### src/rtl/uniq_pkg.sv
// Shared constants and types for the recent-distinct-value history.
package uniq_pkg;

    localparam int unsigned NUM_SLOTS      = 4;
    localparam int unsigned DEFAULT_DATA_W = 8;

    typedef logic [DEFAULT_DATA_W-1:0] slot_t;

endpackage

### src/rtl/uniq_match.sv
// Combinational membership test of a sample against the valid history slots.
module uniq_match
    import uniq_pkg::*;
#(
    parameter int unsigned DATA_W = DEFAULT_DATA_W
) (
    input  logic [DATA_W-1:0]    data_in,
    input  logic [DATA_W-1:0]    slot_1,
    input  logic [DATA_W-1:0]    slot_2,
    input  logic [DATA_W-1:0]    slot_3,
    input  logic [DATA_W-1:0]    slot_4,
    input  logic [NUM_SLOTS-1:0] valid,
    output logic                 hit
);

    // Invalid slots are masked so cleared zeros never count as a match.
    assign hit = (valid[0] && (slot_1 == data_in))
               | (valid[1] && (slot_2 == data_in))
               | (valid[2] && (slot_3 == data_in))
               | (valid[3] && (slot_4 == data_in));

endmodule

### src/rtl/uniq_history.sv
// Four-entry history of the most recent distinct samples, newest in slot 1.
module uniq_history
    import uniq_pkg::*;
#(
    parameter int unsigned DATA_W = DEFAULT_DATA_W
) (
    input  logic              clk_in,
    input  logic              rst_n_in,
    input  logic [DATA_W-1:0] data_in,
    output logic [DATA_W-1:0] data_out_1,
    output logic [DATA_W-1:0] data_out_2,
    output logic [DATA_W-1:0] data_out_3,
    output logic [DATA_W-1:0] data_out_4,
    output logic              data_out_valid_1,
    output logic              data_out_valid_2,
    output logic              data_out_valid_3,
    output logic              data_out_valid_4
);

    logic [NUM_SLOTS-1:0] valid;
    logic                 hit;

    uniq_match #(
        .DATA_W (DATA_W)
    ) u_match (
        .data_in (data_in),
        .slot_1  (data_out_1),
        .slot_2  (data_out_2),
        .slot_3  (data_out_3),
        .slot_4  (data_out_4),
        .valid   (valid),
        .hit     (hit)
    );

    // A miss shifts every slot one place older; valid stays thermometer-coded.
    always_ff @(posedge clk_in or negedge rst_n_in) begin
        if (!rst_n_in) begin
            data_out_1 <= '0;
            data_out_2 <= '0;
            data_out_3 <= '0;
            data_out_4 <= '0;
            valid      <= '0;
        end else if (!hit) begin
            data_out_4 <= data_out_3;
            data_out_3 <= data_out_2;
            data_out_2 <= data_out_1;
            data_out_1 <= data_in;
            valid      <= {valid[NUM_SLOTS-2:0], 1'b1};
        end
    end

    assign data_out_valid_1 = valid[0];
    assign data_out_valid_2 = valid[1];
    assign data_out_valid_3 = valid[2];
    assign data_out_valid_4 = valid[3];

endmodule

### config.mk
export PLATFORM = sky130hd
export DESIGN_NAME = uniq_history
export DESIGN_NICKNAME = d
export VERILOG_FILES = /design/src/rtl/uniq_pkg.sv /design/src/rtl/uniq_match.sv /design/src/rtl/uniq_history.sv
export SDC_FILE = /design/constraint.sdc
export NUM_CORES = 1
export LEC_CHECK = 0
export BUFFER_PORTS_ARGS = -buffer_cell sky130_fd_sc_hd__buf_2
export CAP_MARGIN = 40
export CORE_ASPECT_RATIO = 1.4
export CORE_MARGIN = 2
export CORE_UTILIZATION = 40
export DETAILED_ROUTE_END_ITERATION = 7
export REMOVE_ABC_BUFFERS = 1
export SYNTH_ARGS = -nofsm -noshare
export SYNTH_HDL_FRONTEND = slang
export SYNTH_SLANG_ARGS = --single-unit
### constraint.sdc
create_clock -name clk_in -period 3.59 [get_ports clk_in]
set_input_delay 0.718 -clock clk_in [delete_from_list [all_inputs] [get_ports clk_in]]
set_output_delay 0.718 -clock clk_in [all_outputs]
set_load 0.02 [all_outputs]
* Word-level counts from Yosys, hierarchy flattened
Index checks and enable logic that the tools add are counted.
Storage, ports and cells: bits in registers 36, input port bits 10, output and inout port bits 36, logic and storage cells 16
Operators by class: eq/ne operators 4, bitwise operators 3, reduce and logical (&&, ||, !) cells 4
Operators with widths (count):
- $eq 8x8->1 | 4
- $logic_and 1x1->1 | 4
- $or 1x1->1 | 3

* Longest topological paths before layout
Gate-level depths: netlist (run 1).
word-level depth 5, gate-level depth with buffers 8, mapped depth without buffers 5

* Cells and area by module
From an unflattened synthesis (run 1), not the netlist that was laid out.
Second synthesis, totals: cells, all modules 121, area, all modules 1838.0 sq um
By module, submodules not included:
- uniq_history | instances 1, cells an instance 76, area each 1481.4 sq um, sequential area each 900.9 sq um
- uniq_match | instances 1, cells an instance 45, area each 356.6 sq um, sequential area each 0.0 sq um

* Least setup slack after synthesis (run 1)
Ideal clock, no wire load.
path type in2reg, from input data_in[0], to register data_out_1[1], library setup time 0.125 ns, arrival time 2.222 ns, data required time 3.465 ns, setup slack 1.243 ns, stages on the path 8, path buffers 3, cell sequence buf_4 xnor2_1 nand4_2 nor3_1 or4_1 buf_6 buf_12 mux2_4
On the way: word-level cells in the longest chain between the ends 5, elaborated cells between the ends (all ways) 11, classes of those cells eq/ne (4); bitwise (3); reduce/logical (4)
Ends and longest elaborated chain:
- start: declaration | line uniq_history.sv:9 | input logic [DATA_W-1:0] data_in,
- $eq 8x8->1, on equally long branches | line uniq_match.sv:17, uniq_match.sv:18
- $logic_and 1x1->1, on equally long branches | line uniq_match.sv:17, uniq_match.sv:18
- $or 1x1->1 | line uniq_match.sv:18 | | (valid[1] && (slot_2 == data_in))
- $or 1x1->1 | line uniq_match.sv:19 | | (valid[2] && (slot_3 == data_in))
- $or 1x1->1 * | line uniq_match.sv:20 | | (valid[3] && (slot_4 == data_in));
- end signal: assignment | line uniq_history.sv:47 | data_out_1 <= data_in;
- end: declaration | line uniq_history.sv:10 | output logic [DATA_W-1:0] data_out_1,
Mark *: on every way between the ends. The rest lies on a longest branch, timed or not. A chain may end at the register's enable or synchronous reset.

* Worst setup path in the final report (run 1)
from input data_in[5], to register data_out_3[1]
On the way: word-level cells in the longest chain between the ends 5, elaborated cells between the ends (all ways) 11, classes of those cells eq/ne (4); bitwise (3); reduce/logical (4)
Ends and longest elaborated chain:
- $eq 8x8->1, on equally long branches | line uniq_match.sv:17, uniq_match.sv:18
- $logic_and 1x1->1, on equally long branches | line uniq_match.sv:17, uniq_match.sv:18
- $or 1x1->1 | line uniq_match.sv:18
- $or 1x1->1 | line uniq_match.sv:19
- $or 1x1->1 * | line uniq_match.sv:20
- end signal: assignment | line uniq_history.sv:45 | data_out_3 <= data_out_2;
- end: declaration | line uniq_history.sv:12 | output logic [DATA_W-1:0] data_out_3,
Marked as above.

==> impl_metrics.py, run 1 <==
metrics = {
    "synthesis": {
        "synthSimpleGateAreaFrac_pct": 5.378,
        "syn-cell-area_mm2": 0.001954,
        "synthMuxAreaShare_pct": 25.93,
        "synth_compound_area_share_pct": 0.7682,
        "syn_avg_cell_area_um2": 14.37,
        "synth_top_family_by_area": "multiplexers",
        "ys_types": 16,
        "yosysSeqAreaShare_pct": 46.09,
        "syn_inst": 136,
        "synth_xor_area_share_pct": 14.34,
        "ys.warnings.count": 0,
        "synth_area_leaders": "dfrtp_1 46%, mux2_4 23%, xnor2_1 14%, buf_12 3.1%, buf_6 2.9%",
        "ys_ff_latch": 36,
        "yosys.area.top_type": "dfrtp_1",
        "synthAdderAreaFrac_pct": 0,
        "synth_top_area_share_pct": 46.09,
    },
    "detailed_routing": {
        "drc_errors": 0,
        "drt_first_pass_iters": 4,
        "drt-vias-per-instance": 4.690,
        "routed_wl_mm": 3.740,
        "wl_met2_mm": 1.941,
        "postRouteAntennaNets": 0,
        "top_layer_used": "met4",
        "vias": 1135,
        "routedWlPerCell_um": 15.45,
        "met3WireLength_um": 140,
        "wl_met1_mm": 1.579,
        "drtIter0Drc": 30,
    },
    "critical_path": {
        "start_kind": "input pin",
        "cp.required_ns": 3.76,
        "path_cells": "buf_2 -> xnor2_1 -> nand4_1 -> nor3_1 -> or4_2 -> buf_4 -> mux2_4",
        "cp_max_fo": 28,
        "critPathCaptureType": "register",
        "reg2reg_depth": 6,
        "critical_path_arrival_ns": 2.75,
        "slowest_delay_ns": 0.83,
        "worstSetupPathType": "in2reg",
        "cpMaxStageDelayCell": "or4_2",
    },
    "clocking": {
        "insertion_delay_ns": 0.28,
        "cts_buffers": 5,
        "clockBufferDepth": 2,
        "postCtsSetupBuffers": 0,
        "hold_buffers": 0,
        "root_buffer": "clkbuf_8",
        "cts_sinks": 36,
        "htreeDepth": 2,
        "clk_pin_slew_ns": 0.07,
        "cts_tree": "done",
        "post_cts_resized": 0,
    },
    "die": {
        "io_pins": 46,
        "die-width_um": 63.08,
        "chipHeight_um": 86.71,
        "core_mm2": 0.004767,
        "initial_core_util_pct": 41.00,
        "dieArea_mm2": 0.005469,
        "rows": 30,
    },
    "outcome": {
        "status": "finished clean",
    },
    "sta": {
        "slew_violations": 0,
        "setup_viol_count_final": 0,
        "holdWs_ns": 0.5113,
        "fmax_mhz": 387.1,
        "fin_tns_setup_ns": 0,
        "hold_viol_final": 0,
        "rsz0062_at_grt": "false",
        "fin_skew_ns": 0.005804,
        "finalCritPeriodShare_pct": 71.96,
        "relSlewSlack_pct": 46.62,
        "tightestPinTransition_ns": 0.8007,
        "layout_min_cycle_time_ns": 2.583,
    },
    "global_route": {
        "grt_max_degree": 37,
        "grtUsageTotal_pct": 14.87,
        "gr-total-overflow": 0,
        "grt_pass1_vias": 1225,
        "grt_pass1_wl_mm": 6.154,
        "antenna_found_initial": 0,
    },
    "job": {
        "cap_violations": 0,
    },
    "cells_and_area": {
        "drive_gt1_share_pct": 50.00,
        "layout_commonest_cell": "buf_2",
        "layout_common_cells": "45 x buf_2, 36 x dfrtp_1, 32 x xnor2_1, 30 x mux2_4, 6 x clkbuf_8",
        "fin_nets": 187,
        "antenna-diode-count": 0,
        "syn_to_final_growth_pct": 13.19,
    },
    "pwr": {
        "power_density_mw_per_mm2": 450.7,
        "p_leak_nw": 0.9638,
        "irDropWorstVdd_mv": 0.2199,
    },
    "placed_design": {
        "io_buffer_count": 45,
        "dpl.hpwl_mm": 2.844,
        "gp_congestion": 0.7708,
    },
    "min_path": {
        "worstHoldPathType": "in2async",
    },
}
==> registers in the layout, summed over array words and instances (netlist names) <==
| signal | cells |
|---|---|
| data_out_1 | 8 |
| data_out_2 | 8 |
| data_out_3 | 8 |
| data_out_4 | 8 |
| valid | 4 |
==> metrics by stage <==
| step | utilization [%] | std cells | area [µm²] | total power, mW | worst slack, ns |
|---|---|---|---|---|---|
| after floorplan | - | 124 | 1808 | 0.6366 | 0.7217 |
| after global placement | 44.51 | 234 | 2122 | 0.7134 | 0.7507 |
| after detailed placement | 44.51 | 234 | 2122 | 0.7186 | 0.7090 |
| after CTS | 46.40 | 242 | 2212 | 1.012 | 1.004 |
| after global routing | 46.40 | 242 | 2212 | 1.048 | 0.9395 |
| final | 46.40 | 242 | 2212 | 0.9971 | 1.007 |
==> final cells by class <==
cell class | instances | area [µm²]
clock buffer | 8 | 90.09
timing repair buffer | 46 | 232.7
fill | 469 | 2555
sequential | 36 | 900.9
tap | 64 | 80.08
multi-input combinational | 88 | 908.4
==> path summary, 6_finish.rpt <==
check	start	endpoint	slack (ns)
hold reg to reg	valid[0]	valid[0]	0.55
setup / recovery	data_in[5]	data_out_3[1]	1.01
hold / removal	rst_n_in	valid[3]	0.51
setup reg to reg	data_out_1[5]	data_out_3[1]	1.15
min in group clk_in	valid[0]	valid[0]	0.55
max in group asynchronous	rst_n_in	data_out_3[4]	2.56
==> cells by family after synthesis <==
logic type	after synthesis
buf+inv	12
compound gates	2
simple gates	19
flops	36
mux	35
xor+xnor	32
==> synthesized netlist by cell type <==
cell	count
mux2_4	30
buf_6	5
buf_4	4
mux2_2	5
o31ai_1	1
buf_12	3
nand4_2	1
or4_1	1
xnor2_1	32
nand4_1	3
o21bai_1	1
nand3_1	4
nand2_1	4
dfrtp_1	36
or3_1	1
nor3_1	5
==> metal layers <==
| layer | track usage [%] | vias up |
|---|---|---|
| met4 | 7.273 | 0 |
| met5 | 0 | - |
| met1 | 17.59 | 554 |
| met2 | 26.02 | 29 |
| met3 | 2.597 | 8 |
| li1 | - | 544 |
==> where the power goes <==
group | switching (mW) | total [mW] | leakage, nW | internal, mW
combinational | 0.116 | 0.227 | 0.510 | 0.110
sequential | 0.0406 | 0.481 | 0.408 | 0.440
clock | 0.133 | 0.290 | 0.0455 | 0.156
==> critical path, delay by kind of cell <==
| family | cells | cell delay (ns) |
|---|---|---|
| xor gates and xnor gates | 1 | 0.15 |
| buffers and inverters | 2 | 0.50 |
| muxes | 1 | 0.35 |
| and+or+nand+nor | 3 | 1.00 |
(Power assumes the default switching activity.)
==> inputs of run 2 (changes only) <==
Clock period 3.59 ns to 2.41 ns, I/O delays scaled along.
==> run 2 against run 1 <==
Net effect:
- die area stayed put
- total power is 50% higher
- worst hold slack worse by 0.23 ns
- clock skew is 0.0024 ns lower
- combinational power is 49% higher
- via count is 1.8% higher
- largest cell class unchanged
- routed wire length is 1.6% lower
- cell count is 0.41% higher
- clock-buffer cell count is 2 lower
- sequential share of layout area is 0.41 points lower
==> impl_metrics.py, run 2 (synthesis results as in run 1) <==
metrics = {
    "outcome": {
        "status": "finished clean",
    },
    "sta": {
        "fin_skew_ns": 0.003356,
        "rsz0062_at_grt": "false",
        "setup_viol_count_final": 0,
        "slew_violations": 0,
        "relSlewSlack_pct": 46.87,
        "layout_min_cycle_time_ns": 2.131,
        "fmax_mhz": 469.3,
        "tightestPinTransition_ns": 0.7969,
        "hold_viol_final": 0,
        "finalCritPeriodShare_pct": 88.41,
    },
    "global_route": {
        "grt_pass1_vias": 1209,
        "grt_max_degree": 37,
        "grt_pass1_wl_mm": 6.037,
        "grtUsageTotal_pct": 14.46,
        "antenna_found_initial": 0,
        "gr-total-overflow": 0,
    },
    "pwr": {
        "p_leak_nw": 0.9774,
        "p_total_mw": 1.491,
        "irDropWorstVdd_mv": 0.3283,
        "power_density_mw_per_mm2": 667.2,
    },
    "die": {
        "die-width_um": 63.08,
        "core_mm2": 0.004767,
        "initial_core_util_pct": 41.00,
        "chipHeight_um": 86.71,
        "rows": 30,
        "io_pins": 46,
        "dieArea_mm2": 0.005469,
    },
    "critical_path": {
        "cp.required_ns": 2.57,
        "crit_family": "simple AND/OR/NAND/NOR gates",
        "worstSetupPathType": "reg2reg",
        "critical_path_arrival_ns": 2.30,
        "start_kind": "register",
        "slowest_delay_ns": 0.71,
        "cp_max_fo": 27,
        "critPathCaptureType": "register",
        "timing.critical_path.buf_inv": 1,
        "path_cells": "xnor2_1 -> nand3_1 -> nor3_1 -> or4_2 -> buf_12 -> mux2_4",
        "cpMaxStageDelayCell": "or4_2",
    },
    "cells_and_area": {
        "layout_common_cells": "45 x buf_2, 36 x dfrtp_1, 32 x xnor2_1, 30 x mux2_4, 6 x clkbuf_8",
        "stdcell_count": 243,
        "layout_commonest_cell": "buf_2",
        "final_util_pct": 46.88,
        "antenna-diode-count": 0,
        "drive_gt1_share_pct": 51.40,
        "syn_to_final_growth_pct": 14.34,
        "fin_nets": 188,
    },
    "clocking": {
        "post_cts_resized": 0,
        "hold_buffers": 0,
        "root_buffer": "clkbuf_8",
        "htreeDepth": 2,
        "postCtsSetupBuffers": 0,
        "clk_pin_slew_ns": 0.07,
        "clockBufferDepth": 2,
        "cts_buffers": 5,
        "cts_tree": "done",
        "cts_sinks": 36,
        "insertion_delay_ns": 0.28,
    },
    "detailed_routing": {
        "drt-vias-per-instance": 4.753,
        "routedWlPerCell_um": 15.14,
        "drt_first_pass_iters": 4,
        "vias": 1155,
        "postRouteAntennaNets": 0,
        "drtIter0Drc": 43,
        "routed_wl_mm": 3.679,
        "drc_errors": 0,
    },
    "placed_design": {
        "dpl.hpwl_mm": 2.739,
        "gp_congestion": 0.8111,
        "io_buffer_count": 45,
        "placed_cells": 235,
    },
    "min_path": {
        "worstHoldPathType": "in2async",
    },
    "job": {
        "cap_violations": 0,
    },
}
==> run 2: cell types whose count changed in the layout (fill, tap and decap cells not counted) <==
cell and change:
clkinv_2 +2, clkbuf_1 -2, buf_12 +1
==> run 2: through the flow <==
step	worst slack (ns)	area (µm²)	setup TNS (ns)	hold WS, ns
final	0.2793	2235	0	0.2832
after global routing	0.1878	2235	0	0.3529
after CTS	0.2806	2235	0	0.3162
after detailed placement	0.06981	2142	0	0.5319
after global placement	0.1053	2142	0	0.5326
after floorplan	-0.2599	1808	-6.796	0.1864
==> run 2: cell type report <==
class | count | area (µm²)
Tap cell | 64 | 80.08
Clock inverter | 2 | 10.01
Clock buffer | 6 | 82.58
Sequential cell | 36 | 900.9
Timing Repair Buffer | 47 | 252.7
Multi-Input combinational cell | 88 | 908.4
Fill cell | 463 | 2532
==> run 2: path summary, 6_finish.rpt <==
kind,from,endpoint,slack [ns],depth (start not counted)
max in group asynchronous,rst_n_in,data_out_2[1],1.62,1
worst min register to register,valid[0],valid[0],0.56,1
worst max-delay path,data_out_2[7],data_out_4[1],0.28,6
min in group clk_in,data_in[3],data_out_1[3],0.54,2
worst max register to register,data_out_2[7],data_out_4[1],0.28,6
worst min-delay path,rst_n_in,data_out_3[5],0.28,1
==> run 2: report_power, final <==
part / switching [mW] / total, mW / internal [mW]
clock network: 0.208 / 0.436 / 0.228
logic: 0.173 / 0.339 / 0.167
registers: 0.0609 / 0.716 / 0.655
==> run 2: metal layers <==
| metal | vias to the layer above | GRT usage [%] | share of wire [%] |
|---|---|---|---|
| li1 | 543 | - | - |
| met1 | 581 | 17.28 | 40 |
| met2 | 26 | 25.53 | 54 |
| met3 | 5 | 2.987 | 4.0 |
| met4 | 0 | 5.455 | 1.3 |
| met5 | - | 0 | 0 |
==> inputs of run 3 (changes only) <==
Settings changed: RECOVER_POWER from default to 100.
==> run 3 against run 2 <==
Net effect:
- the run now ends with max-capacitance violations, max-slew violations left
- routed wire length shrank 0.79%
- setup slack got worse by 0.063 ns
- combinational power shrank 11%
- critical path type unchanged
- highest routed layer unchanged
==> impl_metrics.py, run 3 (synthesis results as in run 1) <==
metrics = {
    "detailed_routing": {
        "drc_errors": 0,
        "routed_wl_mm": 3.650,
        "vias": 1159,
        "drt-vias-per-instance": 4.770,
        "drtIter0Drc": 34,
        "drt_first_pass_iters": 3,
        "routedWlPerCell_um": 15.02,
        "postRouteAntennaNets": 0,
    },
    "cells_and_area": {
        "drive_gt1_share_pct": 22.35,
        "fin_nets": 188,
        "layout_common_cells": "37 x clkbuf_1, 36 x dfrtp_1, 32 x xnor2_1, 15 x mux2_4, 15 x mux2_1",
        "antenna-diode-count": 0,
        "layout_commonest_cell": "clkbuf_1",
        "final_util_pct": 44.41,
        "syn_to_final_growth_pct": 8.323,
    },
    "job": {
        "cap_violations": 1,
    },
    "pwr": {
        "seqPwrFrac_pct": 49.3,
        "switchingPower_mw": 0.4368,
        "switching_share_pct": 30.09,
        "irDropWorstVdd_mv": 0.3254,
        "power_density_mw_per_mm2": 685.6,
        "pwr-share-clk_pct": 29.8,
        "combPwrFrac_pct": 20.8,
        "intPower_mw": 1.015,
        "p_leak_nw": 0.8328,
    },
    "critical_path": {
        "critical_path_arrival_ns": 2.35,
        "cp.required_ns": 2.57,
        "slowest_delay_ns": 0.66,
        "path_cells": "xnor2_1 -> nand3_1 -> nor3_1 -> or4_2 -> buf_4 -> mux2_1",
        "worstSetupPathType": "reg2reg",
        "cp_max_fo": 27,
        "critPathCaptureType": "register",
        "start_kind": "register",
        "cpMaxStageDelayCell": "or4_2",
    },
    "global_route": {
        "antenna_found_initial": 0,
        "grt_pass1_wl_mm": 6.037,
        "grtUsageTotal_pct": 14.46,
        "grt_max_degree": 37,
        "grt_pass1_vias": 1209,
        "gr-total-overflow": 0,
    },
    "sta": {
        "fin_skew_ns": 0.003142,
        "slew_violations": 37,
        "rsz0062_at_grt": "false",
        "hold_viol_final": 0,
        "fmax_mhz": 455.9,
        "relSlewSlack_pct": -26.76,
        "holdWs_ns": 0.5302,
        "setup_viol_count_final": 0,
        "layout_min_cycle_time_ns": 2.194,
        "finalCritPeriodShare_pct": 91.02,
        "tightestPinTransition_ns": 1.901,
    },
    "clocking": {
        "post_cts_resized": 0,
        "insertion_delay_ns": 0.28,
        "cts_buffers": 5,
        "clockBufferDepth": 2,
        "cts_tree": "done",
        "htreeDepth": 2,
        "clk_pin_slew_ns": 0.07,
        "root_buffer": "clkbuf_8",
        "hold_buffers": 0,
        "cts_sinks": 36,
        "postCtsSetupBuffers": 0,
    },
    "die": {
        "initial_core_util_pct": 41.00,
        "chipHeight_um": 86.71,
        "die-width_um": 63.08,
        "dieArea_mm2": 0.005469,
        "core_mm2": 0.004767,
        "io_pins": 46,
        "rows": 30,
    },
    "placed_design": {
        "dpl.hpwl_mm": 2.739,
        "io_buffer_count": 45,
        "gp_congestion": 0.8111,
    },
    "min_path": {
        "worstHoldPathType": "in2reg",
    },
    "outcome": {
        "status": "finished with violations",
        "violations": "max-capacitance violations, max-slew violations",
    },
}
## run 3: final cells by class
type                    count  area, µm²
clock buffers               6      82.58
clock inverters             2      10.01
fillers                   494       2650
multi-input cells          88      852.1
flip-flops and latches     36      900.9
well taps                  64      80.08
repair buffers             47      191.4
## run 3: final timing paths
kind | endpoint | cells after the start | from | slack (ns)
worst max-delay path | data_out_4[1] | 6 | data_out_2[7] | 0.22
worst min-delay path | data_out_1[7] | 2 | data_in[7] | 0.53
worst max register to register | data_out_4[1] | 6 | data_out_2[7] | 0.22
worst min register to register | data_out_4[0] | 1 | data_out_4[0] | 0.54
max in group asynchronous | data_out_2[1] | 1 | rst_n_in | 0.59
min in group asynchronous | valid[3] | 1 | rst_n_in | 0.72
## run 3: through the flow
step           worst slack [ns]  cells  power, mW  cell area, µm²  setup TNS [ns]
3_3_place_gp             0.1053    235      1.065            2142               0
3_5_place_dp            0.06981    235      1.073            2142               0
5_1_grt                 0.09838    243      1.529            2117               0
4_1_cts                  0.2806    243      1.515            2235               0
6_report                 0.2164    243      1.451            2117               0
2_1_floorplan           -0.2599    124     0.9483            1808          -6.796
## run 3: power groups by stage
stage | clock, mW | combinational, mW | sequential [mW]
floorplan | 0 | 0.168 | 0.780
global placement | 0 | 0.342 | 0.723
detailed placement | 0 | 0.345 | 0.728
CTS | 0.451 | 0.347 | 0.718
global route | 0.474 | 0.329 | 0.726
finish | 0.433 | 0.303 | 0.716
## run 3: layer usage
metal,routed length (µm),track usage [%],vias up
met5,0,0,-
met3,155,2.987,2
met4,24,5.455,0
li1,-,-,541
met1,1441,17.28,591
met2,2029,25.53,25
## run 3: worst max-delay path, delay by kind of cell, from the launching register on
family / cells / cell delay, ns
buffers and inverters: 1 / 0.30
and+or+nand+nor: 3 / 0.84
muxes: 1 / 0.36
xor gates and xnor gates: 1 / 0.15
DFF: 1 / 0.42
